$ cat src/rtl/mmss_timer_pkg.sv
// Shared definitions for the minutes:seconds timekeeping core.
package mmss_timer_pkg;

  // Operating state, derived each cycle from adj_switch and the held flags.
  typedef enum logic [1:0] {
    ST_RUN     = 2'd0,
    ST_PAUSED  = 2'd1,
    ST_ADJUST  = 2'd2,
    ST_EXPIRED = 2'd3
  } state_e;

  // Count direction (dir input).
  localparam logic DIR_UP   = 1'b0;
  localparam logic DIR_DOWN = 1'b1;

  // Adjust field select (sel_switch input).
  localparam logic SEL_MIN = 1'b0;
  localparam logic SEL_SEC = 1'b1;

endpackage : mmss_timer_pkg

$ cat src/rtl/mmss_field_counter.sv
// Mod-(MAX+1) field counter. When wrap_en is low, the counter holds at the
// boundary instead of wrapping. carry/borrow flag an inc at MAX or a dec at 0.
module mmss_field_counter #(
  parameter int W   = 6,
  parameter int MAX = 59
) (
  input  logic         clk,
  input  logic         rst,
  input  logic         inc,
  input  logic         dec,
  input  logic         wrap_en,
  output logic [W-1:0] value,
  output logic [W-1:0] value_next,
  output logic         carry,
  output logic         borrow
);

  localparam logic [W-1:0] MAX_V  = W'(MAX);
  localparam logic [W-1:0] ZERO_V = {W{1'b0}};

  logic [W-1:0] value_q;
  logic [W-1:0] value_d;

  // Next value and boundary flags; inc takes priority over dec.
  always_comb begin
    value_d = value_q;
    carry   = 1'b0;
    borrow  = 1'b0;
    if (inc) begin
      carry = (value_q == MAX_V);
      if (value_q == MAX_V) begin
        value_d = wrap_en ? ZERO_V : value_q;
      end else begin
        value_d = value_q + W'(1);
      end
    end else if (dec) begin
      borrow = (value_q == ZERO_V);
      if (value_q == ZERO_V) begin
        value_d = wrap_en ? MAX_V : value_q;
      end else begin
        value_d = value_q - W'(1);
      end
    end else begin
      value_d = value_q;
    end
  end

  // Field register with synchronous reset.
  always_ff @(posedge clk) begin
    if (rst) begin
      value_q <= ZERO_V;
    end else begin
      value_q <= value_d;
    end
  end

  assign value      = value_q;
  assign value_next = value_d;

endmodule : mmss_field_counter

$ cat src/rtl/mmss_timer_core.sv
// Minutes:seconds timekeeping core: up/down counting with expiry, pause,
// lap display hold and field adjust. All outputs come straight from flops.
module mmss_timer_core
  import mmss_timer_pkg::*;
#(
  parameter int SEC_W   = 6,
  parameter int MIN_W   = 6,
  parameter int SEC_MAX = 59,
  parameter int MIN_MAX = 59
) (
  input  logic             clk,
  input  logic             rst,
  input  logic             count_tick,
  input  logic             adj_tick,
  input  logic             pause,
  input  logic             lap,
  input  logic             sel_switch,
  input  logic             adj_switch,
  input  logic             dir,
  output logic [SEC_W-1:0] outputSeconds,
  output logic [MIN_W-1:0] outputMinutes,
  output logic             running,
  output logic             expired,
  output logic             done,
  output logic             rollover
);

  state_e           state_s;
  logic [SEC_W-1:0] sec_s, sec_next_s;
  logic [MIN_W-1:0] min_s, min_next_s;
  logic             sec_inc_s, sec_dec_s, sec_wrap_s, sec_carry_s, sec_borrow_s;
  logic             min_inc_s, min_dec_s, min_wrap_s, min_carry_s, min_borrow_s;

  logic             paused_q, paused_d, hold_q, hold_d, expired_q, expired_d;
  logic             done_q, done_d, rollover_q, rollover_d, running_q, running_d;
  logic [SEC_W-1:0] lap_sec_q, lap_sec_d, out_sec_q, out_sec_d;
  logic [MIN_W-1:0] lap_min_q, lap_min_d, out_min_q, out_min_d;

  // State by priority: adjust, expired, paused, run.
  always_comb begin
    state_s = ST_RUN;
    if (adj_switch) begin
      state_s = ST_ADJUST;
    end else if (expired_q) begin
      state_s = ST_EXPIRED;
    end else if (paused_q) begin
      state_s = ST_PAUSED;
    end else begin
      state_s = ST_RUN;
    end
  end

  // Seconds control; a tick coinciding with a pause pulse is dropped.
  always_comb begin
    sec_inc_s  = 1'b0;
    sec_dec_s  = 1'b0;
    sec_wrap_s = 1'b1;
    case (state_s)
      ST_RUN: begin
        if (count_tick && !pause) begin
          if (dir == DIR_UP) begin
            sec_inc_s = 1'b1;
          end else begin
            sec_dec_s  = 1'b1;
            // At 00:00 the seconds field must hold rather than wrap.
            sec_wrap_s = (min_s != {MIN_W{1'b0}});
          end
        end else begin
          sec_inc_s = 1'b0;
        end
      end
      ST_ADJUST: begin
        sec_inc_s = adj_tick && (sel_switch == SEL_SEC);
      end
      default: begin
        sec_inc_s = 1'b0;
      end
    endcase
  end

  // Minutes control: chained from seconds when counting, standalone in adjust.
  always_comb begin
    min_inc_s  = 1'b0;
    min_dec_s  = 1'b0;
    min_wrap_s = 1'b1;
    case (state_s)
      ST_RUN: begin
        min_inc_s  = sec_carry_s;
        min_dec_s  = sec_borrow_s;
        // Counting down never wraps minutes; a borrow at 0 means expiry.
        min_wrap_s = (dir == DIR_UP);
      end
      ST_ADJUST: begin
        min_inc_s = adj_tick && (sel_switch == SEL_MIN);
      end
      default: begin
        min_inc_s = 1'b0;
      end
    endcase
  end

  mmss_field_counter #(.W(SEC_W), .MAX(SEC_MAX)) u_sec (
    .clk        (clk),
    .rst        (rst),
    .inc        (sec_inc_s),
    .dec        (sec_dec_s),
    .wrap_en    (sec_wrap_s),
    .value      (sec_s),
    .value_next (sec_next_s),
    .carry      (sec_carry_s),
    .borrow     (sec_borrow_s)
  );

  mmss_field_counter #(.W(MIN_W), .MAX(MIN_MAX)) u_min (
    .clk        (clk),
    .rst        (rst),
    .inc        (min_inc_s),
    .dec        (min_dec_s),
    .wrap_en    (min_wrap_s),
    .value      (min_s),
    .value_next (min_next_s),
    .carry      (min_carry_s),
    .borrow     (min_borrow_s)
  );

  // Flag updates, lap capture and registered output selection.
  always_comb begin
    paused_d  = paused_q;
    hold_d    = hold_q;
    expired_d = expired_q;
    lap_sec_d = lap_sec_q;
    lap_min_d = lap_min_q;
    case (state_s)
      ST_RUN, ST_PAUSED: begin
        paused_d = pause ? ~paused_q : paused_q;
        if (lap) begin
          hold_d = ~hold_q;
          if (!hold_q) begin
            lap_sec_d = sec_s;
            lap_min_d = min_s;
          end else begin
            lap_sec_d = lap_sec_q;
            lap_min_d = lap_min_q;
          end
        end else begin
          hold_d = hold_q;
        end
        // A minutes borrow only occurs on a down tick at 00:00.
        expired_d = min_borrow_s;
      end
      ST_ADJUST: begin
        hold_d    = 1'b0;
        expired_d = 1'b0;
      end
      default: begin
        expired_d = expired_q;
      end
    endcase
    out_sec_d  = hold_d ? lap_sec_d : sec_next_s;
    out_min_d  = hold_d ? lap_min_d : min_next_s;
    running_d  = (state_s == ST_RUN);
    done_d     = min_borrow_s;
    rollover_d = min_carry_s && (state_s == ST_RUN);
  end

  // Flag and output registers with synchronous reset.
  always_ff @(posedge clk) begin
    if (rst) begin
      paused_q   <= 1'b0;
      hold_q     <= 1'b0;
      expired_q  <= 1'b0;
      done_q     <= 1'b0;
      rollover_q <= 1'b0;
      running_q  <= 1'b0;
      lap_sec_q  <= {SEC_W{1'b0}};
      lap_min_q  <= {MIN_W{1'b0}};
      out_sec_q  <= {SEC_W{1'b0}};
      out_min_q  <= {MIN_W{1'b0}};
    end else begin
      paused_q   <= paused_d;
      hold_q     <= hold_d;
      expired_q  <= expired_d;
      done_q     <= done_d;
      rollover_q <= rollover_d;
      running_q  <= running_d;
      lap_sec_q  <= lap_sec_d;
      lap_min_q  <= lap_min_d;
      out_sec_q  <= out_sec_d;
      out_min_q  <= out_min_d;
    end
  end

  assign outputSeconds = out_sec_q;
  assign outputMinutes = out_min_q;
  assign running       = running_q;
  assign expired       = expired_q;
  assign done          = done_q;
  assign rollover      = rollover_q;

endmodule : mmss_timer_core

$ cat config.mk
export PLATFORM = sky130hd
export DESIGN_NAME = mmss_timer_core
export DESIGN_NICKNAME = d
export VERILOG_FILES = /design/src/rtl/mmss_timer_pkg.sv /design/src/rtl/mmss_field_counter.sv /design/src/rtl/mmss_timer_core.sv
export SDC_FILE = /design/constraint.sdc
export NUM_CORES = 1
export LEC_CHECK = 0
export ABC_AREA = 1
export BUFFER_PORTS_ARGS = -buffer_cell sky130_fd_sc_hd__buf_4
export CAP_MARGIN = 20
export CORE_MARGIN = 5
export CORE_UTILIZATION = 35
export DETAILED_ROUTE_END_ITERATION = 7
export GPL_TIMING_DRIVEN = 0
export SLEW_MARGIN = 5
export SYNTH_ARGS = -nofsm -noshare
export SYNTH_HDL_FRONTEND = slang
export SYNTH_HIERARCHICAL = 1
export SYNTH_SLANG_ARGS = --single-unit
$ cat constraint.sdc
create_clock -name clk -period 4.2 [get_ports clk]
set_input_delay 0.42 -clock clk [delete_from_list [all_inputs] [get_ports clk]]
set_output_delay 0.42 -clock clk [all_outputs]
set_load 0.005 [all_outputs]
Yosys cells after proc, flatten, opt, wreduce, memory -nomap -nowiden
Cells that the tools add are included.
Widths: inputs -> output; s select.

storage, ports and cells
  output and inout port bits = 16
  memory bits (read-only) = 0
  memories kept = 0
  bits of input ports = 9
  register bits = 42
  word-level logic and storage cells = 80
  bits in latches = 0
  bits in writable memories = 0

cells by class
  reductions and logical operators = 12
  bitwise logic cells = 4
  div/mod/pow operators = 0
  add/subtract/negate cells = 4
  mux-type cells = 44
  equality and inequality tests = 4
  multiply operators = 0
  order comparisons = 0
  shift-type cells = 0

operators by type and width
  operator             number
  $mux 6               20
  $mux 1               18
  $add 6x1->6 const B  2
  $eq 6x6->1 const B   2
  $logic_not 6->1      2
  $sub 6x1->6 const B  2
  $pmux 1 s2           4
  $reduce_bool 6->1    1
  $logic_and 1x1->1    4
  $mux 2               2
  $not 1->1            4
  $eq 2x1->1 const B   1
  $eq 2x2->1 const B   1
  $logic_not 2->1      1
  $reduce_and 2->1     1
  $reduce_bool 2->1    1
  $reduce_or 2->1      1
  $logic_not 1->1      1

Longest topological paths before layout
  depth in word-level cells = 11
  gate-level depth with buffers = 18
  mapped depth without buffers = 16

Cells and area by module
The synthesis kept the hierarchy.

modules (own cells, without submodules)
  module                      sequential area each (um2)  area an instance (um2)  times used  cells an instance
  mmss_timer_core             600.6                       1,313.8                 1           188
  mmss_field_counter (u_min)  120.1                       643.1                   1           106
  mmss_field_counter (u_sec)  120.1                       636.9                   1           107

Least setup slack after synthesis
No wires, ideal clock.

  path type = reg-to-reg
  start point = register expired_q, in the netlist expired
  end point = register out_min_q[4], in the netlist outputMinutes[4]
  arrival = 2.189 ns
  cell stages (with the launch flop) = 19
  clock period less this slack = 2.300 ns
  path slack = 1.900 ns
  path buffers = 2
  cell sequence = dfxtp_1 -> nor3_2 -> nand2_1 -> nor2_1 -> clkbuf_1 -> inv_1 -> nor3_1 -> inv_1 -> nor2_1 -> clkbuf_2 -> inv_1 -> a21oi_1 -> nand2_1 -> nand2_1 -> inv_1 -> inv_1 -> nand2_1 -> nand2_1 -> nor2_1

on the way
  elaborated cells between the ends (all ways) = 23
  those cells by class = 2 x eq/ne; 19 x mux; 2 x reduce/logical

RTL lines
  item                    line                      RTL
  start, declared         mmss_timer_core.sv:34     logic paused_q, paused_d, hold_q, hold_d, expired_q, expired_d;
  start signal, assigned  mmss_timer_core.sv:182    expired_q <= expired_d;
  $mux 2 *                mmss_timer_core.sv:44     end else if (expired_q) begin
  $mux 2 *                mmss_timer_core.sv:42     if (adj_switch) begin
  $logic_not 2->1 *       mmss_timer_core.sv:86     case (state_s)
  $mux 1 *                mmss_timer_core.sv:86
  via min_wrap_s          mmss_timer_core.sv:32     logic min_inc_s, min_dec_s, min_wrap_s, min_carry_s, min_borrow_s;
  $mux 6                  mmss_field_counter.sv:39  value_d = wrap_en ? MAX_V : value_q;
  $mux 6                  mmss_field_counter.sv:38  if (value_q == ZERO_V) begin
  $mux 6                  mmss_field_counter.sv:36  end else if (dec) begin
  $mux 6 *                mmss_field_counter.sv:29  if (inc) begin
  via min_next_s[4]       mmss_timer_core.sv:30     logic [MIN_W-1:0] min_s, min_next_s;
  $mux 6 *                mmss_timer_core.sv:160    out_min_d = hold_d ? lap_min_d : min_next_s;
  end signal, assigned    mmss_timer_core.sv:178    out_min_q <= {MIN_W{1'b0}};
  end signal, assigned    mmss_timer_core.sv:189    out_min_q <= out_min_d;
  end, declared           mmss_timer_core.sv:37     logic [MIN_W-1:0] lap_min_q, lap_min_d, out_min_q, out_min_d;

The timed path passes the listed nets; every way through them passes the cells marked *.
A chain may end at the register's enable or synchronous reset.

Worst setup path in the final report
Same ends and word-level chain as after synthesis.

==> results.sh <==
export IMPL_utilization=0.410
export IMPL_max_stage_delay_ns=0.38
export IMPL_multiInputGateArea_um2=1460
export IMPL_cap_viol_max_count=0
export IMPL_yosysTopAreaCell="dfxtp_1"
export IMPL_die_h_um=96.1
export IMPL_post_cts_resized=0
export IMPL_place_congestion=0.878
export IMPL_status="complete, no violations"
export IMPL_fillers=802
export IMPL_min_path_cells=2
export IMPL_max_freq_mhz=360
export IMPL_vias_per_cell=4.58
export IMPL_clk_latency_ns=0.28
export IMPL_yosys_top_cells_area="dfxtp_1, nand2_1, nand3_1"
export IMPL_endpoint_kind="flop"
export IMPL_cts_hold_buf=0
export IMPL_synth_most_common_cell="nand2_1"
export IMPL_dp_hpwl_um=4710
export IMPL_hold_slack_ns=0.373
export IMPL_crit_family="simple AND/OR/NAND/NOR gates"
export IMPL_min_from="adj_switch"
export IMPL_worst_slack_ns=1.42
export IMPL_power_density_nw_per_um2=283
export IMPL_synth_area_um2=2590
export IMPL_antenna_cells=0
export IMPL_remaining_drc_errors=0
export IMPL_reg2reg_depth=18
export IMPL_drive_gt1_frac=0.167
export IMPL_synth_edf_count=0
export IMPL_ios=25
export IMPL_gr_usage_all_layers=0.147
export IMPL_arrival_ns=2.97
export IMPL_drtAntennaViolNets=0
export IMPL_seq_area_frac_synth=0.324
export IMPL_wirelength_um=6100
export IMPL_grt_pass1_vias=2347
export IMPL_path_buf_inv=7
export IMPL_first_pass_iters=4
export IMPL_cts_tree="built"
export IMPL_setup_tns_ns=0
export IMPL_cts_sinks=42
export IMPL_grt_max_degree=19
export IMPL_cp_required_ns=4.39
export IMPL_yosys_warnings=6
export IMPL_io_buffers=24
export IMPL_grt_overflow_total=0
export IMPL_syn_mean_instance_area_um2=6.47
export IMPL_initial_core_util=0.358
export IMPL_cp_depth=18
export IMPL_cts_setup_buffers=0
export IMPL_design_core_area_um2=7250
export IMPL_ys_ff_latch=42
export IMPL_synth_flop_cell="dfxtp_1"
export IMPL_worstSetupStartpointType="flop"
export IMPL_area_delta_synth_final_pct=14.8
export IMPL_crit_path_cell_trace="nor3_2 -> nand2_1 -> nor2_1 -> clkbuf_1 -> inv_1 -> nor3_1 -> inv_1 -> nor2_1 -> clkbuf_2 -> inv_1 -> a21oi_1 -> nand2_1 -> nand2_1 -> inv_1 -> inv_1 -> nand2_1 -> nand2_1 -> nor2_1"
export IMPL_final_cells=531
export IMPL_finalCriticalPeriod_ns=2.78
export IMPL_grt_pass1_wl_um=10900
export IMPL_synthesis_instances=401
export IMPL_finalCritPeriodShare=0.662
export IMPL_async_flop_share=0
export IMPL_fp_row_count=31
export IMPL_critPathMaxFanout=8
export IMPL_totalPowerFinal_mw=0.844
export IMPL_max_vdd_ir_drop_v=0.000195
export IMPL_placedCellCount=524
export IMPL_cts_root_buffer="clkbuf_8"
export IMPL_cp_endpoint="outputMinutes[4]"
export IMPL_cts_buffers=5
export IMPL_hold_viol=0
export IMPL_dr_total_vias=2430
export IMPL_leakagePower_nw=1.49
export IMPL_place_area_um2=2900
export IMPL_routedWlPerCell_um=11.5
export IMPL_holdCritPathClass="in2reg"
export IMPL_max_clock_path_buffers=2
export IMPL_worst_clock_skew_ns=0.0102
export IMPL_worst_pin_slew_ns=0.517
export IMPL_finalNetCount=447
export IMPL_startpoint="expired"
export IMPL_design_area_um2=2980
export IMPL_synth_nets=416
export IMPL_r2r_end="outputMinutes[4]"
export IMPL_pre_cts_slack_ns=1.31
export IMPL_cts_max_level=2
export IMPL_die_area_um2=9230
export IMPL_antenna_found_initial=0
export IMPL_worst_path_max_delay_cell="dfxtp_1"
export IMPL_synth_distinct_cells=32
export IMPL_dr_first_iter_drc_count=106
export IMPL_synth_common_cells="nand2_1, inv_1, nor2_1, nand3_1, dfxtp_1"
export IMPL_drv_slew=0
export IMPL_rsz0062_at_grt="false"
export IMPL_die_w_um=96.1
export IMPL_worstSetupPathType="reg2reg"
export IMPL_r2r_start="expired"
export IMPL_synth_top_area_frac=0.324
export IMPL_relSlewSlack=0.655
export IMPL_area_sequential_um2=841
export IMPL_setup_viol=0
export IMPL_clk_pin_slew_worst_paths_ns=0.08
export IMPL_reg2reg_slack_ns=1.42
==> state kept, by name, indices dropped and copies added (netlist names) <==
name	cells
done	1
expired	1
hold_q	1
lap_min_q	6
lap_sec_q	6
outputMinutes	6
outputSeconds	6
paused_q	1
rollover	1
running	1
u_min/value	6
u_sec/value	6
==> cell families (layout without fill, tap and decap cells) <==
group,after synthesis,after routing,synth area share
and+or+nand+nor,246,246,0.436
buffers and inverters,68,99,0.112
DFF,42,42,0.324
AOI/OAI and AO/OA,30,30,0.0680
xor gates and xnor gates,9,9,0.0304
adders and majority gates,6,6,0.0289
==> placed cells by master, fill, tap and decap left out <==
cell type / synthesis / layout
a21oi_2: 1 / 1
inv_2: 6 / 6
a21oi_1: 17 / 17
nand2_2: 2 / 2
clkinv_2: 0 / 2
nand3_2: 5 / 5
nor3_2: 1 / 1
nand2_1: 122 / 122
nand3_1: 43 / 43
nor3_1: 2 / 2
o21ai_2: 4 / 4
buf_2: 4 / 4
nand3b_1: 2 / 2
buf_6: 3 / 3
clkbuf_1: 3 / 3
and2_1: 4 / 4
dfxtp_1: 42 / 42
o211ai_1: 1 / 1
a211oi_1: 1 / 1
o21ai_0: 2 / 2
nor2_1: 49 / 49
o21ai_1: 3 / 3
nand4_1: 4 / 4
clkbuf_8: 0 / 5
nor2_2: 3 / 3
buf_4: 2 / 26
xor2_1: 9 / 9
ha_1: 6 / 6
o31ai_1: 1 / 1
inv_1: 49 / 49
clkbuf_2: 1 / 1
nand3_4: 1 / 1
nand2_4: 2 / 2
nor2_4: 6 / 6
==> layout make-up <==
class                   count  share of cell area
clock inverters             2             0.00336
inverters                  55              0.0694
clock buffers               5              0.0231
plain buffers              13              0.0286
well taps                  99              0.0416
multi-input cells         291               0.491
flip-flops and latches     42               0.282
repair buffers             24              0.0605
==> metal layers <==
metal	track usage	part of all wire	routed length, um	vias up
li1	-	-	-	1301
met1	0.215	0.51	3140	1065
met2	0.228	0.42	2550	60
met3	0.0227	0.058	353	4
met4	0.0332	0.0097	59	0
met5	0	0	0	-
==> where the power goes <==
group	leakage, nW	switching (mW)	internal [mW]
Clock	0.0438	0.132	0.112
Sequential	0.342	0.0126	0.416
Combinational	1.10	0.105	0.0670
==> worst min path at each step <==
stage                         to  slack, ns
floorplan           lap_sec_q[0]       0.44
finish                   expired       0.37
CTS                      expired       0.37
global route             expired       0.38
detailed placement  lap_min_q[1]       0.46
global placement    lap_min_q[1]       0.45
No activity file was read; power rests on OpenSTA's default activity.
